`src/rtl/tdm_demux4_if.sv`:
```
// Bundle between the serial link front end and the TDM receive channel.
// The sender drives en/din/frame; the receiver returns the recovered frame and status.
interface tdm_demux4_if #(
    parameter int CH = 4,
    parameter int W  = 8
);
    localparam int SW = $clog2(CH);

    logic              en;
    logic              din;
    logic              frame;
    logic [CH*W-1:0]   dout;
    logic              frame_vld;
    logic [SW-1:0]     sel;
    logic              locked;
    logic              sync_err;

    modport master (
        output en, din, frame,
        input  dout, frame_vld, sel, locked, sync_err
    );

    modport slave (
        input  en, din, frame,
        output dout, frame_vld, sel, locked, sync_err
    );
endinterface

```
`src/rtl/tdm_demux4.sv`:
```
// Receive side of the CH-slot TDM link: shifts in MSB-first slots, stages them and
// publishes a whole frame at once; framing violations re-align or drop back to hunting.

module tdm_demux4_chk #(
    parameter int SW = 2
) (
    input logic          clk,
    input logic          rst_n,
    input logic          frame_vld,
    input logic          sync_err,
    input logic          locked,
    input logic [SW-1:0] sel
);
    a_pulse_excl: assert property (@(posedge clk) disable iff (!rst_n)
        !(frame_vld && sync_err));

    a_hunt_sel: assert property (@(posedge clk) disable iff (!rst_n)
        !locked |-> (sel == {SW{1'b0}}));
endmodule

module tdm_demux4 #(
    parameter int CH = 4,
    parameter int W  = 8
) (
    input  logic         clk,
    input  logic         rst_n,
    tdm_demux4_if.slave  bus
);
    localparam int SW = $clog2(CH);
    localparam int CW = $clog2(W);

    localparam logic [0:0] ST_HUNT = 1'b0;
    localparam logic [0:0] ST_RECV = 1'b1;

    logic [0:0]             r_state;
    logic [CW-1:0]          r_bit_cnt;
    logic [SW-1:0]          r_sel;
    logic [W-2:0]           r_shift;
    logic [CH-1:0][W-1:0]   r_stage;
    logic [CH*W-1:0]        r_dout;
    logic                   r_frame_vld;
    logic                   r_sync_err;
    logic                   r_cmpl_pend;
    logic                   r_err_pend;
    logic                   r_locked;

    logic [0:0]             w_state_nx;
    logic [CW-1:0]          w_cnt_nx;
    logic [SW-1:0]          w_sel_nx;
    logic [W-2:0]           w_shift_nx;
    logic                   w_stage_we;
    logic                   w_cmpl;
    logic                   w_err;
    logic [W-1:0]           w_word;
    logic                   w_at_start;
    logic                   w_last_bit;

    function automatic logic [SW-1:0] next_sel(input logic [SW-1:0] s);
        if (s == SW'(CH - 1)) begin
            return {SW{1'b0}};
        end else begin
            return s + SW'(1);
        end
    endfunction

    assign w_word     = {r_shift, bus.din};
    assign w_at_start = (r_bit_cnt == {CW{1'b0}}) && (r_sel == {SW{1'b0}});
    assign w_last_bit = (r_bit_cnt == CW'(W - 1));

    // Next-state decode for one qualified bit: hunt, shift, slot close, framing checks.
    always_comb begin
        w_state_nx = r_state;
        w_cnt_nx   = r_bit_cnt;
        w_sel_nx   = r_sel;
        w_shift_nx = r_shift;
        w_stage_we = 1'b0;
        w_cmpl     = 1'b0;
        w_err      = 1'b0;
        if (bus.en) begin
            case (r_state)
                ST_HUNT: begin
                    if (bus.frame) begin
                        w_state_nx = ST_RECV;
                        w_shift_nx = (W-1)'(bus.din);
                        w_cnt_nx   = CW'(1);
                        w_sel_nx   = {SW{1'b0}};
                    end else begin
                        w_state_nx = ST_HUNT;
                    end
                end
                ST_RECV: begin
                    if (bus.frame) begin
                        // A strobe off the slot-0 boundary restarts the frame on this bit.
                        w_err      = !w_at_start;
                        w_shift_nx = (W-1)'(bus.din);
                        w_cnt_nx   = CW'(1);
                        w_sel_nx   = {SW{1'b0}};
                    end else if (w_at_start) begin
                        w_err      = 1'b1;
                        w_state_nx = ST_HUNT;
                        w_cnt_nx   = {CW{1'b0}};
                        w_sel_nx   = {SW{1'b0}};
                        w_shift_nx = {(W-1){1'b0}};
                    end else begin
                        w_shift_nx = w_word[W-2:0];
                        if (w_last_bit) begin
                            w_stage_we = 1'b1;
                            w_cnt_nx   = {CW{1'b0}};
                            w_sel_nx   = next_sel(r_sel);
                            w_cmpl     = (r_sel == SW'(CH - 1));
                        end else begin
                            w_cnt_nx   = r_bit_cnt + CW'(1);
                        end
                    end
                end
                default: begin
                    w_state_nx = ST_HUNT;
                    w_cnt_nx   = {CW{1'b0}};
                    w_sel_nx   = {SW{1'b0}};
                end
            endcase
        end else begin
            w_state_nx = r_state;
        end
    end

    // Receive-path state: FSM, bit/slot counters, shift register and slot staging.
    always_ff @(posedge clk or negedge rst_n) begin
        if (!rst_n) begin
            r_state   <= ST_HUNT;
            r_bit_cnt <= {CW{1'b0}};
            r_sel     <= {SW{1'b0}};
            r_shift   <= {(W-1){1'b0}};
            r_stage   <= {(CH*W){1'b0}};
            r_locked  <= 1'b0;
        end else begin
            r_state   <= w_state_nx;
            r_bit_cnt <= w_cnt_nx;
            r_sel     <= w_sel_nx;
            r_shift   <= w_shift_nx;
            r_locked  <= (w_state_nx == ST_RECV);
            if (w_stage_we) begin
                r_stage[r_sel] <= w_word;
            end else begin
                r_stage <= r_stage;
            end
        end
    end

    // Publication stage: the frame and both pulses appear one cycle after the deciding bit,
    // so a completion and an error on the following bit land on different edges.
    always_ff @(posedge clk or negedge rst_n) begin
        if (!rst_n) begin
            r_cmpl_pend <= 1'b0;
            r_err_pend  <= 1'b0;
            r_frame_vld <= 1'b0;
            r_sync_err  <= 1'b0;
            r_dout      <= {(CH*W){1'b0}};
        end else begin
            r_cmpl_pend <= w_cmpl;
            r_err_pend  <= w_err;
            r_frame_vld <= r_cmpl_pend;
            r_sync_err  <= r_err_pend;
            if (r_cmpl_pend) begin
                r_dout <= r_stage;
            end else begin
                r_dout <= r_dout;
            end
        end
    end

    assign bus.dout      = r_dout;
    assign bus.frame_vld = r_frame_vld;
    assign bus.sel       = r_sel;
    assign bus.locked    = r_locked;
    assign bus.sync_err  = r_sync_err;

    tdm_demux4_chk #(.SW(SW)) u_chk (
        .clk       (clk),
        .rst_n     (rst_n),
        .frame_vld (r_frame_vld),
        .sync_err  (r_sync_err),
        .locked    (r_locked),
        .sel       (r_sel)
    );
endmodule

```
`src/flat_wrapper.sv`:
```
// flat-port wrapper written by rule: the top's interface ports become plain ports
module tdm_demux4_flat 
#(
    parameter int CH = 4,
    parameter int W  = 8
)
  (clk, rst_n, bus_en, bus_din, bus_frame, bus_dout, bus_frame_vld, bus_sel, bus_locked, bus_sync_err);
  tdm_demux4_if #(.CH(CH), .W(W)) bus_i ();
  input  logic clk;
  input  logic rst_n;
  input wire logic [$bits(bus_i.en)-1:0] bus_en;
  input wire logic [$bits(bus_i.din)-1:0] bus_din;
  input wire logic [$bits(bus_i.frame)-1:0] bus_frame;
  output wire logic [$bits(bus_i.dout)-1:0] bus_dout;
  output wire logic [$bits(bus_i.frame_vld)-1:0] bus_frame_vld;
  output wire logic [$bits(bus_i.sel)-1:0] bus_sel;
  output wire logic [$bits(bus_i.locked)-1:0] bus_locked;
  output wire logic [$bits(bus_i.sync_err)-1:0] bus_sync_err;
  assign bus_i.en = bus_en;
  assign bus_i.din = bus_din;
  assign bus_i.frame = bus_frame;
  assign bus_dout = bus_i.dout;
  assign bus_frame_vld = bus_i.frame_vld;
  assign bus_sel = bus_i.sel;
  assign bus_locked = bus_i.locked;
  assign bus_sync_err = bus_i.sync_err;
  tdm_demux4 #(.CH(CH), .W(W)) u_core (.clk(clk), .rst_n(rst_n), .bus(bus_i));
endmodule
```
`config.mk`:
```
export PLATFORM = sky130hd
export DESIGN_NAME = tdm_demux4_flat
export DESIGN_NICKNAME = d
export VERILOG_FILES = /design/src/rtl/tdm_demux4_if.sv /design/src/rtl/tdm_demux4.sv /design/src/flat_wrapper.sv
export SDC_FILE = /design/constraint.sdc
export NUM_CORES = 1
export LEC_CHECK = 0
export ABC_CLOCK_PERIOD_IN_PS = 5500
export BUFFER_PORTS_ARGS = -buffer_cell sky130_fd_sc_hd__buf_4
export CAP_MARGIN = 20
export CORE_AREA = 2 2 77 79
export DETAILED_ROUTE_END_ITERATION = 6
export DIE_AREA = 0 0 79 81
export PLACE_DENSITY = 0.81
export SYNTH_ARGS = -nofsm -noshare
export SYNTH_HDL_FRONTEND = slang
export SYNTH_SLANG_ARGS = --single-unit
```
`constraint.sdc`:
```
create_clock -name clk -period 5.5 [get_ports clk]
set_input_delay 1.65 -clock clk [delete_from_list [all_inputs] [get_ports clk]]
set_output_delay 1.65 -clock clk [all_outputs]
set_load 0.005 [all_outputs]
```
==> metrics.md, run 1 <==
| Metric | Value |
|---|---|
| Status | finished clean |
| Peak VDD IR | 0.000208 V |
| DRT iter0 DRCs | 120 |
| Worst r2r src | u_core.r_bit_cnt[1] |
| Ys async rst share | 100% |
| Reg2reg setup slack | 3.52 ns |
| Gpl congestion | 0.878 |
| Hold Vio Cnt, Final | 0 |
| Number of synthesized flops with an enable pin | 0 |
| PwrDens | 339 nW/µm² |
| Final-report setup violation count | 0 |
| Dpl ws | 2.47 ns |
| Hold Path Sink | u_core.bus.sync_err |
| Fmax | 375 MHz |
| DR pass1 iterations | 4 |
| Max Slew Vio Count | 0 |
| TNS Setup | 0 ns |
| Worst-case clock buffer depth | 2 |
| CTS HTree Levels | 3 |
| Tcrit/Tclk final | 48.4% |
| Crit-path cells | buf_4 |
| Crit path launch | u_core.r_state |
| CTS tree | yes |
| CP bufs+invs | 1 |
| Reg-to-reg endpoint | u_core.r_stage[12] |
| Mapped Nets | 219 |
| Vias | 1,850 |
| Top_reg_cell synth | dfrtp_1 |
| Initial Util | 57.8% |
| Sequential fraction of the synthesis area | 61.7% |
| Cell Area, Synth | 3280 µm² |
| Final worst slack | 2.84 ns |
| Max_cap viols | 0 |
| Die Width | 79 µm |
| Setup Buffers After CTS | 0 |
| Final HPWL DP | 3.68 mm |
| CTS Hold Bufs | 0 |
| Synth Area per Inst | 15.9 µm² |
| Clk sinks | 81 |
| Clock root cell | clkbuf_8 |
| Hold path start | u_core.r_err_pend |
| Height of the die | 81 µm |
| Minimum clock period | 2.66 ns |
| Global-route wire length before repair | 9.37 mm |
| Num CTS Buffers | 9 |
| Max FO, Critical Path | 10 |
| Initial antenna violation count | 0 |
| Drt total wl | 5.61 mm |
| Num rows | 28 |
| Cts repair resizes | 0 |
| Worst path arrival time | 1.01 ns |
| Nets | 265 |
| YS warnings | 0 |
| Io pins | 42 |
| Slew @ Worst Pin | 0.601 ns |
| CP startpoint kind | register |
| Slowest CP cell | dfrtp_1 |
| WS Path Type | reg2out |
| Clock skew | 0.00636 ns |
| Vias in the first global route | 1,841 |
| HP Class | reg2reg |
| Fillcell total | 404 |
| Gate Count Post-Synth | 206 |
| Port Buffer Count | 41 |
| RSZ-0062 raised after global routing | no |
| WP data required | 3.85 ns |
| Clk pin slew, worst setup/hold paths | 0.08 ns |
| Nature of the critical path endpoint | output port |
| Largest net degree at the start of global routing | 82 |
| Layout cells sized above 1 | 47.9% |
| Worst Reg-to-Reg Cells | 5 |
| Diodes inserted | 0 |
| Drt wl/cell | 16.9 µm |
| Core area | 5680 µm² |
| Slowest stage delay, CP | 0.51 ns |
| Worst path top cell family by delay | flip-flops |
| Synth cell types | 32 |
| Die area | 6400 µm² |
| Final antenna-violating net count | 0 |
| Remaining Overflow, GRT | 0 |
| Slew headroom | 59.7% |
| Area delta synth->final | 18.4% |
| Yosys reg bits | 81 |
| Clock latency on the worst-skew pair | 0.34 ns |
| Hold depth | 0 |
| Aggregate global-route resource usage | 19.5% |
| Leakage | 2.03 nW |
| DRC errors left | 0 |
| Vias per cell | 5.57 |
worst max path at each step:
| stage | end | slack, ns | cells past startpoint |
|---|---|---|---|
| after floorplan | u_core.r_stage[22] | 2.78 | 5 |
| after global placement | u_core.r_stage[20] | 2.54 | 4 |
| after detailed placement | u_core.r_stage[2] | 2.47 | 4 |
| after CTS | bus_locked | 2.84 | 1 |
| after global routing | u_core.r_stage[1] | 2.78 | 4 |
| final | bus_locked | 2.84 | 1 |
metal layers:
metal	track usage [%]	vias up	wire length, µm
met5	0	-	0
met3	3.33	9	212
li1	-	850	-
met4	9.83	0	91
met1	27.3	949	2580
met2	29.9	42	2720
synthesized netlist by cell type, types with 2 or more instances:
cell | n | share of area (%)
a32oi_1 | 2 | 0.53
mux2_1 | 6 | 2.1
o2bb2ai_1 | 3 | 0.80
nand3_4 | 4 | 2.1
nor3b_1 | 2 | 0.46
a21oi_1 | 2 | 0.30
inv_1 | 8 | 0.91
mux2_2 | 53 | 18
mux2_4 | 5 | 2.3
buf_2 | 5 | 0.76
ha_1 | 8 | 3.0
dfrtp_1 | 81 | 62
a32o_1 | 2 | 0.61
a22o_1 | 5 | 1.3
and2_1 | 2 | 0.38
buf_6 | 2 | 0.69
power by group:
| part | internal, mW | switching [mW] | leakage (nW) | total (mW) |
|---|---|---|---|---|
| clock network | 0.267 | 0.202 | 0.113 | 0.470 |
| logic | 0.0716 | 0.112 | 0.800 | 0.183 |
| registers | 0.625 | 0.0389 | 1.12 | 0.664 |
cells by family after synthesis:
group	Yosys count	share of synthesized area [%]
flip-flops	81	61.7
multiplexers	64	22.5
AO/OA/AOI/OAI	22	5.37
buffers and inverters	17	2.59
AND/OR/NAND/NOR	14	4.73
adder cells (fa/ha/maj)	8	3.05
sequential cells by signal, indices dropped and copies added, names as in the netlist, 2 cells and up:
| name | count |
|---|---|
| u_core.r_shift | 7 |
| u_core.bus.dout | 32 |
| u_core.bus.sel | 2 |
| u_core.r_stage | 32 |
| u_core.r_bit_cnt | 3 |
cell usage in the layout, fill, tap and decap left out, drive strengths merged, types with 2 or more instances in the layout:
cell	n
a21oi	2
a22o	5
bufinv	2
clkinv	3
o2bb2ai	3
dfrtp	81
a32o	2
o21ai	2
and2	2
nand3	4
a32oi	2
mux2	64
clkbuf	11
nor3b	2
buf	43
ha	8
inv	9
metrics by stage:
stage	util [%]	area [µm²]	instances	total power, mW	hold slack, ns
global placement	64.2	3640	315	0.850	0.335
global route	68.5	3890	332	1.37	0.382
detailed placement	64.2	3640	315	0.856	0.341
floorplan	-	3280	206	0.792	0.331
finish	68.5	3890	332	1.32	0.356
CTS	68.0	3860	331	1.32	0.359
layout make-up:
cell class / count / area, µm² / area share (%)
clock inverter: 5 / 78.8 / 2.03
multi-input combinational: 108 / 1170 / 30.1
inverter: 9 / 33.8 / 0.869
sequential: 81 / 2030 / 52.1
clock buffer: 11 / 141 / 3.64
timing repair buffer: 43 / 343 / 8.82
tap: 75 / 93.8 / 2.41
(Power assumes the default switching activity.)
==> run 2: changes to the inputs <==
Settings changed: ABC_CLOCK_PERIOD_IN_PS 5500 to 2200, CORE_AREA 2 2 77 79 to 2 2 84 86, DIE_AREA 0 0 79 81 to 0 0 86 88, PLACE_DENSITY 0.81 to 0.73.
Clock period 5.5 ns to 2.2 ns, I/O delays scaled along.
==> run 2 against run 1 <==
Total power grew to 2.6 times the previous value. Combinational power up 150%. Critical endpoint is now u_core.r_stage[23]. Hold slack worse by 0.099 ns. Flip-flop and latch count is the same. Die area up 18%. Design area rose by 0.93%. Count of clock-buffer cells in the layout unchanged. Highest routed layer unchanged. Global-route usage fell by 3.1 points. Setup slack got worse by 2.5 ns. First-iteration DRC count is 68% lower. Non-clock buffer count grew 3. Largest cell class unchanged. Routed wire length hardly changed.
==> metrics.md, run 2 (same netlist as run 1, synthesis figures left out) <==
| Metric | Value |
|---|---|
| Final HPWL DP | 3.88 mm |
| Remaining Overflow, GRT | 0 |
| Die area | 7570 µm² |
| Max Slew Vio Count | 0 |
| Core area | 6640 µm² |
| Sw Share | 25.8% |
| Port Buffer Count | 41 |
| Clock share of power | 37.3% |
| Slew @ Worst Pin | 0.575 ns |
| Max FO, Critical Path | 8 |
| Area delta synth->final | 19.6% |
| Total chip power | 3.37 mW |
| Num rows | 30 |
| Vias in the first global route | 1,829 |
| Register share of total power | 49.3% |
| Largest net degree at the start of global routing | 36 |
| CTS tree | yes |
| Clk sinks | 81 |
| Area post-placement | 3690 µm² |
| TNS Setup | 0 ns |
| Clk pin slew, worst setup/hold paths | 0.08 ns |
| Io pins | 42 |
| Height of the die | 88 µm |
| PwrDens | 858 nW/µm² |
| Minimum clock period | 1.90 ns |
| Worst path arrival time | 2.12 ns |
| WS Path Type | reg2reg |
| Clock latency on the worst-skew pair | 0.34 ns |
| Fmax | 527 MHz |
| Pint | 2.50 mW |
| Nature of the critical path endpoint | register |
| Max_cap viols | 0 |
| Peak VDD IR | 0.000555 V |
| Vias | 1,835 |
| Dpl ws | 0.305 ns |
| Setup Buffers After CTS | 0 |
| Final antenna-violating net count | 0 |
| Clock skew | 0.00926 ns |
| Aggregate global-route resource usage | 16.5% |
| DRT iter0 DRCs | 38 |
| Vias per cell | 5.40 |
| Final worst slack | 0.304 ns |
| Die Width | 86 µm |
| Drt total wl | 5.60 mm |
| Gpl congestion | 0.891 |
| CTS HTree Levels | 3 |
| Global-route wire length before repair | 9.36 mm |
| Num CTS Buffers | 9 |
| Leakage | 2.05 nW |
| RSZ-0062 raised after global routing | no |
| Final-report setup violation count | 0 |
| DR pass1 iterations | 4 |
| Slew headroom | 61.4% |
| Layout cells sized above 1 | 48.1% |
| Initial Util | 49.4% |
| Commonest non-fill, non-tap cell in the layout | dfrtp_1 |
| Tcrit/Tclk final | 86.2% |
| Cts repair resizes | 0 |
| Hold Vio Cnt, Final | 0 |
| Worst-case clock buffer depth | 2 |
| Logic pwr share | 13.4% |
| CTS Hold Bufs | 0 |
| Diodes inserted | 0 |
| Initial antenna violation count | 0 |
| WP data required | 2.42 ns |
| Most frequent cells in the layout | 81 x dfrtp_1, 53 x mux2_2, 45 x buf_4, 9 x clkbuf_8 |
| Post-route cell area | 3930 µm² |
| Nets | 268 |
| Sw Pwr | 868 µW |
| Drt wl/cell | 16.5 µm |
| DRC errors left | 0 |
| CP startpoint kind | register |
| HP Class | in2async |
| Status | finished clean |
| Hold WS | 0.258 ns |
| Clock root cell | clkbuf_8 |
[run 2: path summary, 6_finish.rpt]
| path | slack, ns | end | from | cells past startpoint |
|---|---|---|---|---|
| worst max-delay path | 0.30 | u_core.r_stage[23] | u_core.r_bit_cnt[0] | 6 |
| worst min-delay path | 0.26 | u_core.bus.dout[12] | rst_n | 1 |
| worst max register to register | 0.30 | u_core.r_stage[23] | u_core.r_bit_cnt[0] | 6 |
| worst min register to register | 0.36 | u_core.bus.sync_err | u_core.r_err_pend | 0 |
| max in group asynchronous | 1.40 | u_core.r_stage[23] | rst_n | 2 |
| min in group clk | 0.36 | u_core.bus.sync_err | u_core.r_err_pend | 0 |
[run 2: per-layer routing]
layer | vias up | share of wire (%) | track usage, % | wire length [µm]
li1 | 854 | - | - | -
met1 | 930 | 48 | 23.3 | 2670
met3 | 10 | 3.5 | 3.11 | 196
met2 | 41 | 47 | 24.5 | 2630
met4 | 0 | 1.9 | 8.23 | 105
met5 | - | 0 | 0 | 0
[run 2: power groups by stage]
stage / clock network, mW / registers (mW) / logic [mW]
after detailed placement: 0 / 1.69 / 0.456
after global routing: 1.36 / 1.67 / 0.504
after global placement: 0 / 1.68 / 0.449
after floorplan: 0 / 1.65 / 0.334
after CTS: 1.29 / 1.66 / 0.457
final: 1.26 / 1.66 / 0.452
[run 2: metrics by stage]
step,util (%),std cells
6_report,59.1,340
5_1_grt,59.1,340
4_1_cts,59.1,340
3_5_place_dp,55.5,324
3_3_place_gp,55.5,324
2_1_floorplan,-,206
[run 2: cell type report]
| cell class | count | area, µm² |
|---|---|---|
| clock inverter | 5 | 104 |
| multi-input combinational | 108 | 1170 |
| fill | 514 | 2720 |
| sequential | 81 | 2030 |
| timing repair buffer | 46 | 358 |
| inverter | 9 | 33.8 |
| clock buffer | 11 | 131 |
| tap | 80 | 100 |
[run 2: critical path: stages (launching register included)]
cell     delay, ns
dfrtp_1       0.41
ha_1          0.21
ha_1          0.26
and4b_1       0.22
buf_4         0.17
nand3_4       0.17
mux2_2        0.35
